## src/rtl/counter_cmd_gen_pkg.sv

```systemverilog
// Shared encodings and default timing for the counter command front-end.
package counter_cmd_gen_pkg;

  localparam int VAL_W          = 5;
  localparam int DEF_DEB_CYCLES = 16;
  localparam int DEF_REP_DELAY  = 64;
  localparam int DEF_REP_PERIOD = 16;
  localparam int DEF_TMR_W      = 8;

  typedef enum logic [1:0] {
    CMD_NONE = 2'd0,
    CMD_LOAD = 2'd1,
    CMD_UP   = 2'd2,
    CMD_DOWN = 2'd3
  } cmd_t;

  typedef enum logic [1:0] {
    RPT_IDLE   = 2'd0,
    RPT_WAIT   = 2'd1,
    RPT_REPEAT = 2'd2
  } rpt_state_t;

endpackage

```

## src/rtl/btn_conditioner.sv

```systemverilog
// Raw button -> 2-flop sync -> debounced level, plus a one-cycle rise flag.
module btn_conditioner #(
  parameter int DEB_CYCLES = 16,
  parameter int TMR_W      = 8
) (
  input  logic clk,
  input  logic rst_n,
  input  logic raw,
  output logic level,
  output logic rise
);

  logic [1:0]       sync;
  logic [TMR_W-1:0] cnt;
  logic             level_d;

  always_ff @(posedge clk or negedge rst_n) begin
    if (!rst_n) begin
      sync    <= '0;
      cnt     <= '0;
      level   <= 1'b0;
      level_d <= 1'b0;
    end else begin
      sync    <= {sync[0], raw};
      level_d <= level;
      // Any sample agreeing with the current level restarts the stability count.
      if (sync[1] == level) begin
        cnt <= '0;
      end else if (cnt == TMR_W'(DEB_CYCLES - 1)) begin
        level <= sync[1];
        cnt   <= '0;
      end else begin
        cnt <= cnt + 1'b1;
      end
    end
  end

  assign rise = level & ~level_d;

endmodule

```

## src/rtl/counter_cmd_gen.sv

```systemverilog
// Turns bouncy Load/Up/Down buttons and SW into clean single-cycle counter commands.
module counter_cmd_gen
  import counter_cmd_gen_pkg::*;
#(
  parameter int DEB_CYCLES = DEF_DEB_CYCLES,
  parameter int REP_DELAY  = DEF_REP_DELAY,
  parameter int REP_PERIOD = DEF_REP_PERIOD,
  parameter int TMR_W      = DEF_TMR_W
) (
  input  logic             CLK,
  input  logic             RST,
  input  logic             BTN_LOAD,
  input  logic             BTN_UP,
  input  logic             BTN_DOWN,
  input  logic [VAL_W-1:0] SW,
  input  logic             High,
  input  logic             Low,
  output logic [VAL_W-1:0] IN,
  output logic             Load,
  output logic             Up,
  output logic             Down
);

  // Button index: 0 = load, 1 = up, 2 = down.
  logic [2:0] raw, lvl, rise;
  assign raw = {BTN_DOWN, BTN_UP, BTN_LOAD};

  for (genvar b = 0; b < 3; b++) begin : g_btn
    btn_conditioner #(.DEB_CYCLES(DEB_CYCLES), .TMR_W(TMR_W)) u_btn (
      .clk  (CLK),
      .rst_n(RST),
      .raw  (raw[b]),
      .level(lvl[b]),
      .rise (rise[b])
    );
  end

  logic [VAL_W-1:0] sw_s1, sw_s2;

  // Repeat FSMs: index 0 = up, 1 = down.
  rpt_state_t       state     [2];
  rpt_state_t       state_nxt [2];
  logic [TMR_W-1:0] tmr       [2];
  logic [TMR_W-1:0] tmr_nxt   [2];
  logic [1:0]       req;
  cmd_t             cmd;

  always_comb begin
    for (int i = 0; i < 2; i++) begin
      state_nxt[i] = state[i];
      tmr_nxt[i]   = tmr[i];
      req[i]       = 1'b0;
      if (!lvl[i+1]) begin
        state_nxt[i] = RPT_IDLE;
        tmr_nxt[i]   = '0;
      end else begin
        case (state[i])
          RPT_IDLE: if (rise[i+1]) begin
            req[i]       = 1'b1;
            state_nxt[i] = RPT_WAIT;
            tmr_nxt[i]   = '0;
          end
          RPT_WAIT: if (tmr[i] == TMR_W'(REP_DELAY - 1)) begin
            req[i]       = 1'b1;
            state_nxt[i] = RPT_REPEAT;
            tmr_nxt[i]   = '0;
          end else begin
            tmr_nxt[i] = tmr[i] + 1'b1;
          end
          RPT_REPEAT: if (tmr[i] == TMR_W'(REP_PERIOD - 1)) begin
            req[i]     = 1'b1;
            tmr_nxt[i] = '0;
          end else begin
            tmr_nxt[i] = tmr[i] + 1'b1;
          end
          default: begin
            state_nxt[i] = RPT_IDLE;
            tmr_nxt[i]   = '0;
          end
        endcase
      end
    end
  end

  // Saturated directions drop their request; fixed priority Load > Down > Up.
  always_comb begin
    cmd = CMD_NONE;
    if (rise[0] && lvl[0])    cmd = CMD_LOAD;
    else if (req[1] && !Low)  cmd = CMD_DOWN;
    else if (req[0] && !High) cmd = CMD_UP;
  end

  always_ff @(posedge CLK or negedge RST) begin
    if (!RST) begin
      for (int i = 0; i < 2; i++) begin
        state[i] <= RPT_IDLE;
        tmr[i]   <= '0;
      end
      sw_s1 <= '0;
      sw_s2 <= '0;
      IN    <= '0;
      Load  <= 1'b0;
      Up    <= 1'b0;
      Down  <= 1'b0;
    end else begin
      for (int i = 0; i < 2; i++) begin
        state[i] <= state_nxt[i];
        tmr[i]   <= tmr_nxt[i];
      end
      sw_s1 <= SW;
      sw_s2 <= sw_s1;
      Load  <= (cmd == CMD_LOAD);
      Up    <= (cmd == CMD_UP);
      Down  <= (cmd == CMD_DOWN);
      if (cmd == CMD_LOAD) IN <= sw_s2;
    end
  end

endmodule

```

## config.mk

```make
export PLATFORM = sky130hd
export DESIGN_NAME = counter_cmd_gen
export DESIGN_NICKNAME = d
export VERILOG_FILES = /design/src/rtl/counter_cmd_gen_pkg.sv /design/src/rtl/btn_conditioner.sv /design/src/rtl/counter_cmd_gen.sv
export SDC_FILE = /design/constraint.sdc
export NUM_CORES = 1
export LEC_CHECK = 0
export ABC_CLOCK_PERIOD_IN_PS = 2200
export CAP_MARGIN = 20
export CORE_MARGIN = 5
export CORE_UTILIZATION = 45
export CTS_BUF_LIST = sky130_fd_sc_hd__clkbuf_4
export DETAILED_ROUTE_END_ITERATION = 10
export PLACE_DENSITY = 0.66
export SYNTH_ARGS = -nofsm -noshare
export SYNTH_HDL_FRONTEND = slang
export SYNTH_SLANG_ARGS = --single-unit
```

## constraint.sdc

```tcl
create_clock -name CLK -period 2.2 [get_ports CLK]
set_clock_uncertainty 0.05 [all_clocks]
set_input_delay 0.55 -clock CLK [delete_from_list [all_inputs] [get_ports CLK]]
set_output_delay 0.55 -clock CLK [all_outputs]
set_load 0.005 [all_outputs]
```

[Word-level counts from Yosys, hierarchy flattened]
Index checks and enable logic that the tools add are counted.
Storage, ports and cells
  logic and storage cells: 108
  register bits: 74
  input port bits: 12
  output and inout bits: 8
Operators by class
  multiplexer cells: 37
  $add $sub $neg: 5
  eq/ne operators: 23
  reductions and logical operators: 12
  bitwise logic cells: 9
Operators by type and width (number)
  $mux 8: 14
  $pmux 8 s3: 2
  $add 8x1->8 const B: 5
  $eq 8x4->1 const B: 5
  $mux 2: 9
  $eq 8x6->1 const B: 2
  $ne 3x3->1 const B: 4
  $pmux 2 s3: 2
  $eq 2x2->1 const B: 4
  $mux 1: 8
  $eq 2x1->1 const B: 3
  $not 1->1: 6
  $pmux 1 s3: 2
  $reduce_and 2->1: 3
  $reduce_and 3->1: 2
  $logic_not 2->1: 2
  $ne 2x2->1 const B: 2
  $and 1x1->1: 3
  $eq 1x1->1: 3
  $logic_and 1x1->1: 3
  $logic_not 1->1: 2

[Depth between registers and ports, before layout]
Gate-level depths: netlist of the first run.
  depth after elaboration: 10
  depth in mapped cells: 6
  depth with buffers taken out: 6

[By module]
A second synthesis of the first run with hierarchy kept.
Second synthesis, totals
  cell total of the unflattened synthesis: 330
  area total of the unflattened synthesis: 3529.6 µm²
By module, submodules not included
  counter_cmd_gen: sequential area each 950.9 µm², cells each 195, area an instance 1990.7 µm², times used 1
  btn_conditioner: sequential area each 300.3 µm², cells each 45, area an instance 513.0 µm², times used 3

[Least setup slack after synthesis of the first run]
No wires, ideal clock.
  path type: flip-flop to flip-flop
  start point: register state[0] in the netlist's numbering
  end point: register Up
  buffers on the path: 0
  data arrival time: 1714 ps
  clock period less this slack: 1884 ps
  required time: 2030 ps
  path slack: 316 ps
  stages on the path, launching flop included: 7
  library setup time: 120 ps
  cell sequence: dfrtp_1 inv_1 ha_1 or3b_1 a2111oi_0 o211ai_1 and4_1
On the way
  cells in the longest elaborated chain, start to end: 7
  elaborated cells on any way between the ends: 9
  those cells by class: 3 x eq/ne; 4 x mux; 2 x reduce/logical
Ends and longest elaborated chain
  start: declaration: line counter_cmd_gen.sv:41  | rpt_state_t state [2];
  start signal: indexed assignment: line counter_cmd_gen.sv:107  | state[i] <= state_nxt[i];
  $eq 2x2->1 (tied with other cells): line counter_cmd_gen.sv:57  | case (state[i])
  $pmux 1 s3 (*): line counter_cmd_gen.sv:57
  $mux 1 (*): line counter_cmd_gen.sv:53  | if (!lvl[i+1]) begin
  $logic_and 1x1->1 (*): line counter_cmd_gen.sv:89  | else if (req[1] && !Low) cmd = CMD_DOWN;
  $mux 2 (*): line counter_cmd_gen.sv:89
  $mux 2 (*): line counter_cmd_gen.sv:88  | if (rise[0] && lvl[0]) cmd = CMD_LOAD;
  $eq 2x2->1 (*): line counter_cmd_gen.sv:113  | Up <= (cmd == CMD_UP);
  end signal: assignment: line counter_cmd_gen.sv:113
  end: declaration: line counter_cmd_gen.sv:20  | output logic Up,
Every way passes the cells marked *; elsewhere a longest branch is shown, timed or not.
A chain may end at the register's enable or synchronous reset.

[Worst setup path in the final report of the first run]
Ends and elaborated chain as after synthesis.

==> out/metrics.cfg, run 1 <==
[detailed_routing]
vias = 2249
detail_route.first_pass.iterations = 5
drtAntennaViolNets = 0
drt-vias-per-instance = 5.15
wirelength_um = 5840
drcViolationCount = 0
wl_per_cell_um = 13.4
drt-initial-drc-count = 71

[layout]
antenna_cells = 0
area_growth_pct = 15.2
nets = 359
multi_input_area_um2 = 1470
n_fill_cell = 636
drive_gt1_share_pct = 11.2
fin_area_um2 = 3880
seq_area_um2 = 1850
utilization_pct = 53.4

[placement]
hpwl_um = 4140
routabilityCongestion = 0.791
port_buffers = 19
pre_cts_ws_ns = 0.128
place_area_um2 = 3700

[clock_tree]
postCtsSetupRepairBufs = 0
cts_root_buffer = clkbuf_4
numCtsBuffers = 9
cts_buffer_depth = 2
clk_pin_slew_ns = 0.12
htreeDepth = 3
tritoncts = yes
insertion_delay_ns = 0.41
cts.sinks = 74

[worst_setup_path]
end_kind = flip-flop
r2r-start = state[0]$_DFFE_PN0P_
slowest_delay_ns = 0.45
reg2regPathDepth = 6
arrival_ns = 2.29
crit_chain = inv_1, ha_1, or3b_1, a2111oi_2, o211ai_1, and4_1
worstSetupPathDepth = 6
cp-startpoint = state[0]$_DFFE_PN0P_
cpMaxStageDelayCell = dfrtp_1
required_ns = 2.46
critical_path_buf_inv_count = 1
worstSetupPathType = flip-flop to flip-flop
crit_family = simple AND/OR/NAND/NOR gates
cp_max_fo = 5
crit_path_start_kind = flip-flop

[die]
die_x_um = 96.5
die_area_um2 = 9310
die_h_um = 96.5
start_util_pct = 46.4
core_area_um2 = 7250
io_pins = 20
rows = 31

[min_path]
whs_path_depth = 0
worstHoldStart = sw_s1[1]$_DFF_PN0_
hold_class = flip-flop to flip-flop

[run_status]
status = completed

[grt]
track_usage_pct = 14.6
grt_pass1_vias = 2243
grt-ovfl-total = 0
grt_max_degree = 30
grt_pass1_wl_um = 10300
antenna_found_initial = 0

[synth]
ys_seq_elements = 74
syn_inst = 302
synth_edf_count = 0
syn_avg_cell_area_um2 = 11.1
seq_area_frac_synth_pct = 55.0
synth_top_flop_cell = dfrtp_1
synth.yosys.warnings = 0
synth_fp_nets = 328
synthesis.area_um2 = 3360
synth_async_sr_flop_share_pct = 100
yosysUniqueCellTypes = 49

[pwr]
ir_drop_v = 0.000421
p_leak_nw = 1.80
powerDensity_nw_per_um2 = 623

[flow_run]
drv_cap = 0

[timing]
final-setup-viol-count = 0
min_period_over_period_pct = 92.1
slew_viol_final = 0
tightest_slew_ns = 0.432
min_period_ns = 2.03
setup_ws_ns = 0.174
hold_violations = 0
fmax_mhz = 494
tns_ns = 0
holdWs_ns = 0.303
max-slew-margin-rel_pct = 71.0
rsz0062_at_grt = false

==> placed cells by master, fill, tap and decap left out, drive strengths merged, types with 3 or more instances in the layout <==
| cell type | synthesis | routed |
|---|---|---|
| ha | 14 | 14 |
| a41oi | 3 | 3 |
| buf | 1 | 8 |
| dfrtp | 74 | 74 |
| nand2 | 28 | 28 |
| nand3 | 15 | 15 |
| clkdlybuf4s50 | 0 | 18 |
| and2 | 10 | 10 |
| o31ai | 8 | 8 |
| mux2 | 8 | 8 |
| inv | 4 | 4 |
| nand4 | 5 | 5 |
| o211ai | 4 | 4 |
| clkbuf | 6 | 10 |
| and3 | 13 | 13 |
| clkinv | 0 | 4 |
| xnor2 | 9 | 9 |
| nor2 | 34 | 34 |
| o21ai | 13 | 13 |
| xor2 | 15 | 15 |
| nor4 | 4 | 4 |
==> what timing repair did <==
item | 4_1_cts | 5_1_grt
hold buffers | 1 | 0
hold endpoints to repair | 24 | 0
gates resized for setup | 0 | 2
setup endpoints to repair | 0 | 1
==> cells by family after synthesis <==
family,synth area share [%]
fa+ha+maj,5.21
simple gates,18.6
mux,2.68
buf+inv,1.56
compound gates,10.7
flops,55.0
xor+xnor,6.25
==> flip-flops by register name, summed over array words and instances, names as in the netlist, 3 cells and up <==
| name | flops |
|---|---|
| g_btn.u_btn.level | 3 |
| tmr | 16 |
| g_btn.u_btn.sync | 6 |
| state | 4 |
| sw_s2 | 5 |
| g_btn.u_btn.cnt | 24 |
| sw_s1 | 5 |
| IN | 5 |
| g_btn.u_btn.level_d | 3 |
==> layer usage <==
metal	share of wire, %	track usage (%)	vias up
li1	-	-	1132
met1	49	19.8	1083
met2	46	21.8	29
met3	3.8	5.42	5
met4	0.80	4.67	0
met5	0	0	-
==> synthesized netlist by cell type, drive strengths merged (2+ instances only) <==
master   number  area share [%]
a2111oi       2             1.1
a211o         2            0.52
a211oi        2            0.45
a21o          2            0.45
a21oi         2            0.30
a31oi         2            0.37
a41oi         3            0.78
and2         10             1.9
and3         13             2.5
clkbuf        6            0.97
dfrtp        74              55
ha           14             5.2
inv           4            0.45
mux2          8             2.7
nand2        28             3.1
nand2b        2            0.60
nand3        15             2.2
nand4         5            0.93
nor2         34             3.8
nor3          2            0.30
nor4          4            0.74
o211a         2            0.60
o211ai        4            0.89
o21ai        13             1.9
o31ai         8             1.8
o41ai         2            0.52
xnor2         9             2.3
xor2         15             3.9
==> final timing paths <==
kind	to	slack [ns]
setup / recovery	Up$_DFF_PN0_	0.17
hold / removal	sw_s2[1]$_DFF_PN0_	0.30
setup reg to reg	Up$_DFF_PN0_	0.17
hold reg to reg	sw_s2[1]$_DFF_PN0_	0.30
max in group asynchronous	g_btn[0].u_btn.cnt[2]$_DFF_PN0_	0.98
min in group asynchronous	sw_s1[4]$_DFF_PN0_	0.54
==> area by class of cell <==
| cell class | instances | share of cell area [%] |
|---|---|---|
| clock buffers | 10 | 1.94 |
| clock inverters | 6 | 2.10 |
| inverters | 4 | 0.387 |
| multi-input cells | 217 | 37.8 |
| flip-flops and latches | 74 | 47.8 |
| well taps | 99 | 3.20 |
| repair buffers | 27 | 6.78 |
==> through the flow <==
step / power (W) / cells
floorplan: 0.00146 / 302
global placement: 0.00152 / 420
detailed placement: 0.00152 / 420
CTS: 0.00245 / 437
global route: 0.00253 / 437
finish: 0.00241 / 437
==> where the power goes <==
| group | internal [W] | switching [W] |
|---|---|---|
| Sequential | 0.00139 | 0.0000171 |
| Clock | 0.000467 | 0.000453 |
| Combinational | 0.0000415 | 0.0000465 |
| Total | 0.00190 | 0.000517 |
(Power assumes the default switching activity.)
==> run 2: changes to the inputs <==
--- a/config.mk
+++ b/config.mk
@@ -7,6 +7,7 @@
 export LEC_CHECK = 0
 export ABC_CLOCK_PERIOD_IN_PS = 2200
 export CAP_MARGIN = 20
+export CORE_ASPECT_RATIO = 0.9
 export CORE_MARGIN = 5
 export CORE_UTILIZATION = 45
 export CTS_BUF_LIST = sky130_fd_sc_hd__clkbuf_4
==> out/metrics.cfg, run 2 (synthesis gave the netlist of run 1 again) <==
[layout]
area_growth_pct = 12.0
antenna_cells = 0
multi_input_area_um2 = 1470
final_cell_mix = 74 x dfrtp_1, 34 x nor2_1, 28 x nand2_1
seq_area_um2 = 1850
largest_reg_flops = 24
final_common_cell = dfrtp_1
drive_gt1_share_pct = 9.97
reg_top3 = g_btn.u_btn.cnt x24, tmr x16, g_btn.u_btn.sync x6
nets = 354
regMostFlops = g_btn.u_btn.cnt
n_fill_cell = 629

[timing]
tns_ns = 0
rsz0062_at_grt = false
min_period_over_period_pct = 91.5
max-slew-margin-rel_pct = 68.8
tightest_slew_ns = 0.466
slew_viol_final = 0
fmax_mhz = 497
min_period_ns = 2.01
holdWs_ns = 0.0332
hold_violations = 0
final-setup-viol-count = 0

[clock_tree]
cts_resized = 0
cts_root_buffer = clkbuf_4
clk_pin_slew_ns = 0.11
htreeDepth = 3
postCtsSetupRepairBufs = 0
ctsHoldBuffers = 0
numCtsBuffers = 9
cts.sinks = 74
tritoncts = yes
cts_buffer_depth = 2
insertion_delay_ns = 0.39

[worst_setup_path]
crit_chain = inv_1, ha_1, or3_4, a2111oi_4, o31ai_1, a21o_1
critical_path_buf_inv_count = 1
slowest_delay_ns = 0.43
cpMaxStageDelayCell = a2111oi_4
crit_path_start_kind = flip-flop
worstSetupPathType = flip-flop to flip-flop
arrival_ns = 2.25
required_ns = 2.44
cp_max_fo = 6
end_kind = flip-flop
crit_family = compound AO/OA/AOI/OAI gates

[die]
rows = 29
die_h_um = 92.0
core_area_um2 = 7180
die_area_um2 = 9310
die_x_um = 101
io_pins = 20
start_util_pct = 46.8

[detailed_routing]
drt-initial-drc-count = 86
drcViolationCount = 0
wl_per_cell_um = 13.7
vias = 2250
drtAntennaViolNets = 0
detail_route.first_pass.iterations = 4
drt-vias-per-instance = 5.31
wirelength_um = 5820

[placement]
port_buffers = 19
routabilityCongestion = 0.833
hpwl_um = 4100

[grt]
grt-ovfl-total = 0
grt_pass1_vias = 2159
grt_pass1_wl_um = 10200
grt_max_degree = 43
track_usage_pct = 13.8
antenna_found_initial = 0

[flow_run]
drv_cap = 0

[run_status]
status = completed

[pwr]
ir_drop_v = 0.000302
p_leak_nw = 1.75
power.total_w = 0.00216
powerDensity_nw_per_um2 = 574

[min_path]
hold_class = input port to async pin

[run 2: changes by cell type in the layout (fill, tap and decap cells not counted), sizes merged]
cell         change
clkinvlp         +1
bufinv           -2
buf              -4
clkinv           -1
dlygate4sd3      -1
[run 2: cell type report]
cell class | count | area share (%)
clock inverter | 4 | 0.564
timing repair buffer | 22 | 5.91
tap | 93 | 3.09
multi-input combinational | 217 | 38.9
inverter | 4 | 0.398
sequential | 74 | 49.1
clock buffer | 10 | 1.99
[run 2: worst paths after layout]
| kind | from | to | slack, ns | cells past startpoint |
|---|---|---|---|---|
| max in group asynchronous | RST | IN[2]$_DFFE_PN0P_ | 1.50 | 2 |
| setup / recovery | state[3]$_DFFE_PN0P_ | tmr[13]$_DFFE_PN0P_ | 0.19 | 6 |
| hold / removal | RST | sw_s2[0]$_DFF_PN0_ | 0.03 | 1 |
| setup reg to reg | state[3]$_DFFE_PN0P_ | tmr[13]$_DFFE_PN0P_ | 0.19 | 6 |
| min in group CLK | g_btn[2].u_btn.sync[0]$_DFF_PN0_ | g_btn[2].u_btn.sync[1]$_DFF_PN0_ | 0.31 | 0 |
| hold reg to reg | g_btn[2].u_btn.sync[0]$_DFF_PN0_ | g_btn[2].u_btn.sync[1]$_DFF_PN0_ | 0.31 | 0 |
[run 2: stage by stage]
step                      std cells  worst slack, ns  area [um2]  util (%)
after floorplan                 302            0.316        3360         -
after global placement          410            0.206        3670      51.0
after detailed placement        410            0.125        3670      51.0
after CTS                       424            0.124        3760      52.4
after global routing            424           0.0215        3770      52.5
final                           424            0.188        3770      52.5
[run 2: routing by layer]
metal | track usage, % | wire (um)
met5 | 0 | 0
met4 | 6.64 | 78
met3 | 2.88 | 177
met2 | 19.2 | 2470
met1 | 20.5 | 3090
[run 2: where the power goes]
part           internal, W  switching, W  leakage [nW]   total, W
Clock             0.000226      0.000444        0.0555   0.000670
Combinational    0.0000394     0.0000466         0.702  0.0000860
Sequential         0.00139     0.0000177         0.989    0.00141
[run 2: worst reg2reg max path, stage by stage (launching register included)]
cell and delay, ns:
dfrtp_1 0.41, inv_1 0.08, ha_1 0.26, or3_4 0.37
a2111oi_4 0.43, o31ai_1 0.13, a21o_1 0.18
==> run 3: changes to the inputs <==
--- a/config.mk
+++ b/config.mk
@@ -15,4 +15,5 @@
 export PLACE_DENSITY = 0.66
 export SYNTH_ARGS = -nofsm -noshare
 export SYNTH_HDL_FRONTEND = slang
+export SYNTH_HIERARCHICAL = 1
 export SYNTH_SLANG_ARGS = --single-unit
==> out/metrics.cfg, run 3 <==
[run_status]
status = completed

[layout]
largest_reg_flops = 24
reg_top3 = g_btn.u_btn/cnt x24, tmr x16, g_btn.u_btn/sync x6
final_cell_mix = 74 x dfrtp_1, 32 x nand2_1, 25 x o21ai_0
antenna_cells = 0
seq_area_um2 = 1850
n_fill_cell = 662
final_common_cell = dfrtp_1
area_growth_pct = 12.7
regMostFlops = g_btn.u_btn/cnt
nets = 383
drive_gt1_share_pct = 13.0
multi_input_area_um2 = 1610

[timing]
max-slew-margin-rel_pct = 68.7
tightest_slew_ns = 0.468
hold_violations = 0
tns_ns = 0
holdWs_ns = 0.0213
fmax_mhz = 528
min_period_over_period_pct = 86.1
final-setup-viol-count = 0
min_period_ns = 1.89
rsz0062_at_grt = false
slew_viol_final = 0

[synth]
synth_async_sr_flop_share_pct = 100
yosys-top-cells-count = 74 x dfrtp_1, 32 x nand2_1, 25 x o21ai_0, 18 x nor2_1, 17 x nand3_1
yosysTopAreaCell = dfrtp_1
synthesis.area_um2 = 3530
synth_fp_nets = 356
yosysUniqueCellTypes = 56
synthTopCellsByArea = dfrtp_1 52%, ha_1 5.0%, o21ai_0 3.5%
synth_edf_count = 0
syn_avg_cell_area_um2 = 10.7
synth_top_flop_cell = dfrtp_1
synth.yosys.warnings = 6
yosysMostFrequentCell = dfrtp_1
synth.top_cell.area_share_pct = 52.5
syn_inst = 330
ys_seq_elements = 74
seq_area_frac_synth_pct = 52.5

[pwr]
powerDensity_nw_per_um2 = 589
ir_drop_v = 0.000427
p_leak_nw = 1.68

[worst_setup_path]
crit_chain = clkdlybuf4s50_1
r2r-start = state[0]$_DFFE_PN0P_
reg2regPathDepth = 6
cpMaxStageDelayCell = clkdlybuf4s50_1
crit_family = buffers and inverters
critical_path_buf_inv_count = 1
end_kind = output pin
reg2reg_slack_ns = 0.39
cp_max_fo = 2
arrival_ns = 1.29
slowest_delay_ns = 0.51
r2r-end = tmr[5]$_DFFE_PN0P_
worstSetupPathType = flip-flop to output pin
required_ns = 1.60
crit_path_start_kind = flip-flop

[detailed_routing]
drt-initial-drc-count = 141
drtAntennaViolNets = 0
vias = 2523
wirelength_um = 6280
met2WireLength_um = 2820
highest_layer = met4
drcViolationCount = 0
wl_met3_um = 262
drt-vias-per-instance = 5.51
wl_met1_um = 3140
wl_per_cell_um = 13.7
detail_route.first_pass.iterations = 4

[clock_tree]
postCtsSetupRepairBufs = 0
cts_buffer_depth = 2
cts_root_buffer = clkbuf_4
tritoncts = yes
cts_resized = 0
htreeDepth = 3
cts.sinks = 74
clk_pin_slew_ns = 0.12
ctsHoldBuffers = 0
insertion_delay_ns = 0.41
numCtsBuffers = 9

[placement]
routabilityCongestion = 0.800
hpwl_um = 4460
port_buffers = 19

[die]
io_pins = 20
die_x_um = 103
start_util_pct = 46.6
rows = 30
die_h_um = 94.0
die_area_um2 = 9720
core_area_um2 = 7580

[grt]
grt-ovfl-total = 0
antenna_found_initial = 0
track_usage_pct = 14.9
grt_max_degree = 36
grt_pass1_wl_um = 11500
grt_pass1_vias = 2467

[flow_run]
drv_cap = 0

[min_path]
hold_class = input port to async pin

## run 3: cell types whose count changed after synthesis, moves of 6 or more
cell / before / now
a21oi_1: 2 / 14
and3_1: 11 / 3
inv_1: 4 / 10
nor2_1: 34 / 18
o21ai_0: 12 / 25
o21ai_1: 1 / 9
o31ai_1: 8 / 0
or3_1: 0 / 6
xor2_1: 15 / 3
## run 3: kinds of logic after synthesis
family	synth area share [%]
flip-flops	52.5
multiplexers	2.84
XOR/XNOR	2.23
AND/OR/NAND/NOR	20.2
AO/OA/AOI/OAI	15.3
adder cells (fa/ha/maj)	4.96
buffers and inverters	2.02
## run 3: routing by layer
metal	GRT usage (%)	vias up
li1	-	1260
met1	20.9	1214
met2	21.8	42
met3	5.49	7
met4	4.10	0
met5	0	-
## run 3: worst max path at each step
stage	start	endpoint	slack, ns	cells past startpoint
final	IN[1]$_DFFE_PN0P_	IN[1]	0.31	1
after global routing	IN[3]$_DFFE_PN0P_	IN[3]	0.20	1
after CTS	IN[1]$_DFFE_PN0P_	IN[1]	0.26	1
after detailed placement	state[0]$_DFFE_PN0P_	tmr[5]$_DFFE_PN0P_	0.43	6
after global placement	state[0]$_DFFE_PN0P_	tmr[5]$_DFFE_PN0P_	0.51	6
after floorplan	tmr[8]$_DFFE_PN0P_	tmr[13]$_DFFE_PN0P_	0.60	6
## run 3: area by class of cell
cell class,count,share of cell area [%]
multi-input combinational,240,40.4
timing repair buffer,22,5.60
sequential,74,46.5
tap,96,3.02
inverter,10,0.943
clock buffer,10,1.89
clock inverter,6,1.64
## run 3: per-stage QoR
| step | power (W) | instance area, um2 | instances | worst slack [ns] | util (%) |
|---|---|---|---|---|---|
| global placement | 0.00153 | 3840 | 442 | 0.508 | 50.6 |
| CTS | 0.00239 | 3980 | 458 | 0.261 | 52.5 |
| floorplan | 0.00147 | 3530 | 330 | 0.600 | - |
| global route | 0.00246 | 3980 | 458 | 0.199 | 52.5 |
| detailed placement | 0.00153 | 3840 | 442 | 0.429 | 50.6 |
| finish | 0.00234 | 3980 | 458 | 0.306 | 52.5 |
## run 3: report_power, final
group	leakage, nW	internal [W]	switching, W
sequential	0.989	0.00139	0.0000232
combinational	0.611	0.0000396	0.0000504
clock	0.0772	0.000364	0.000479
total	1.68	0.00179	0.000553
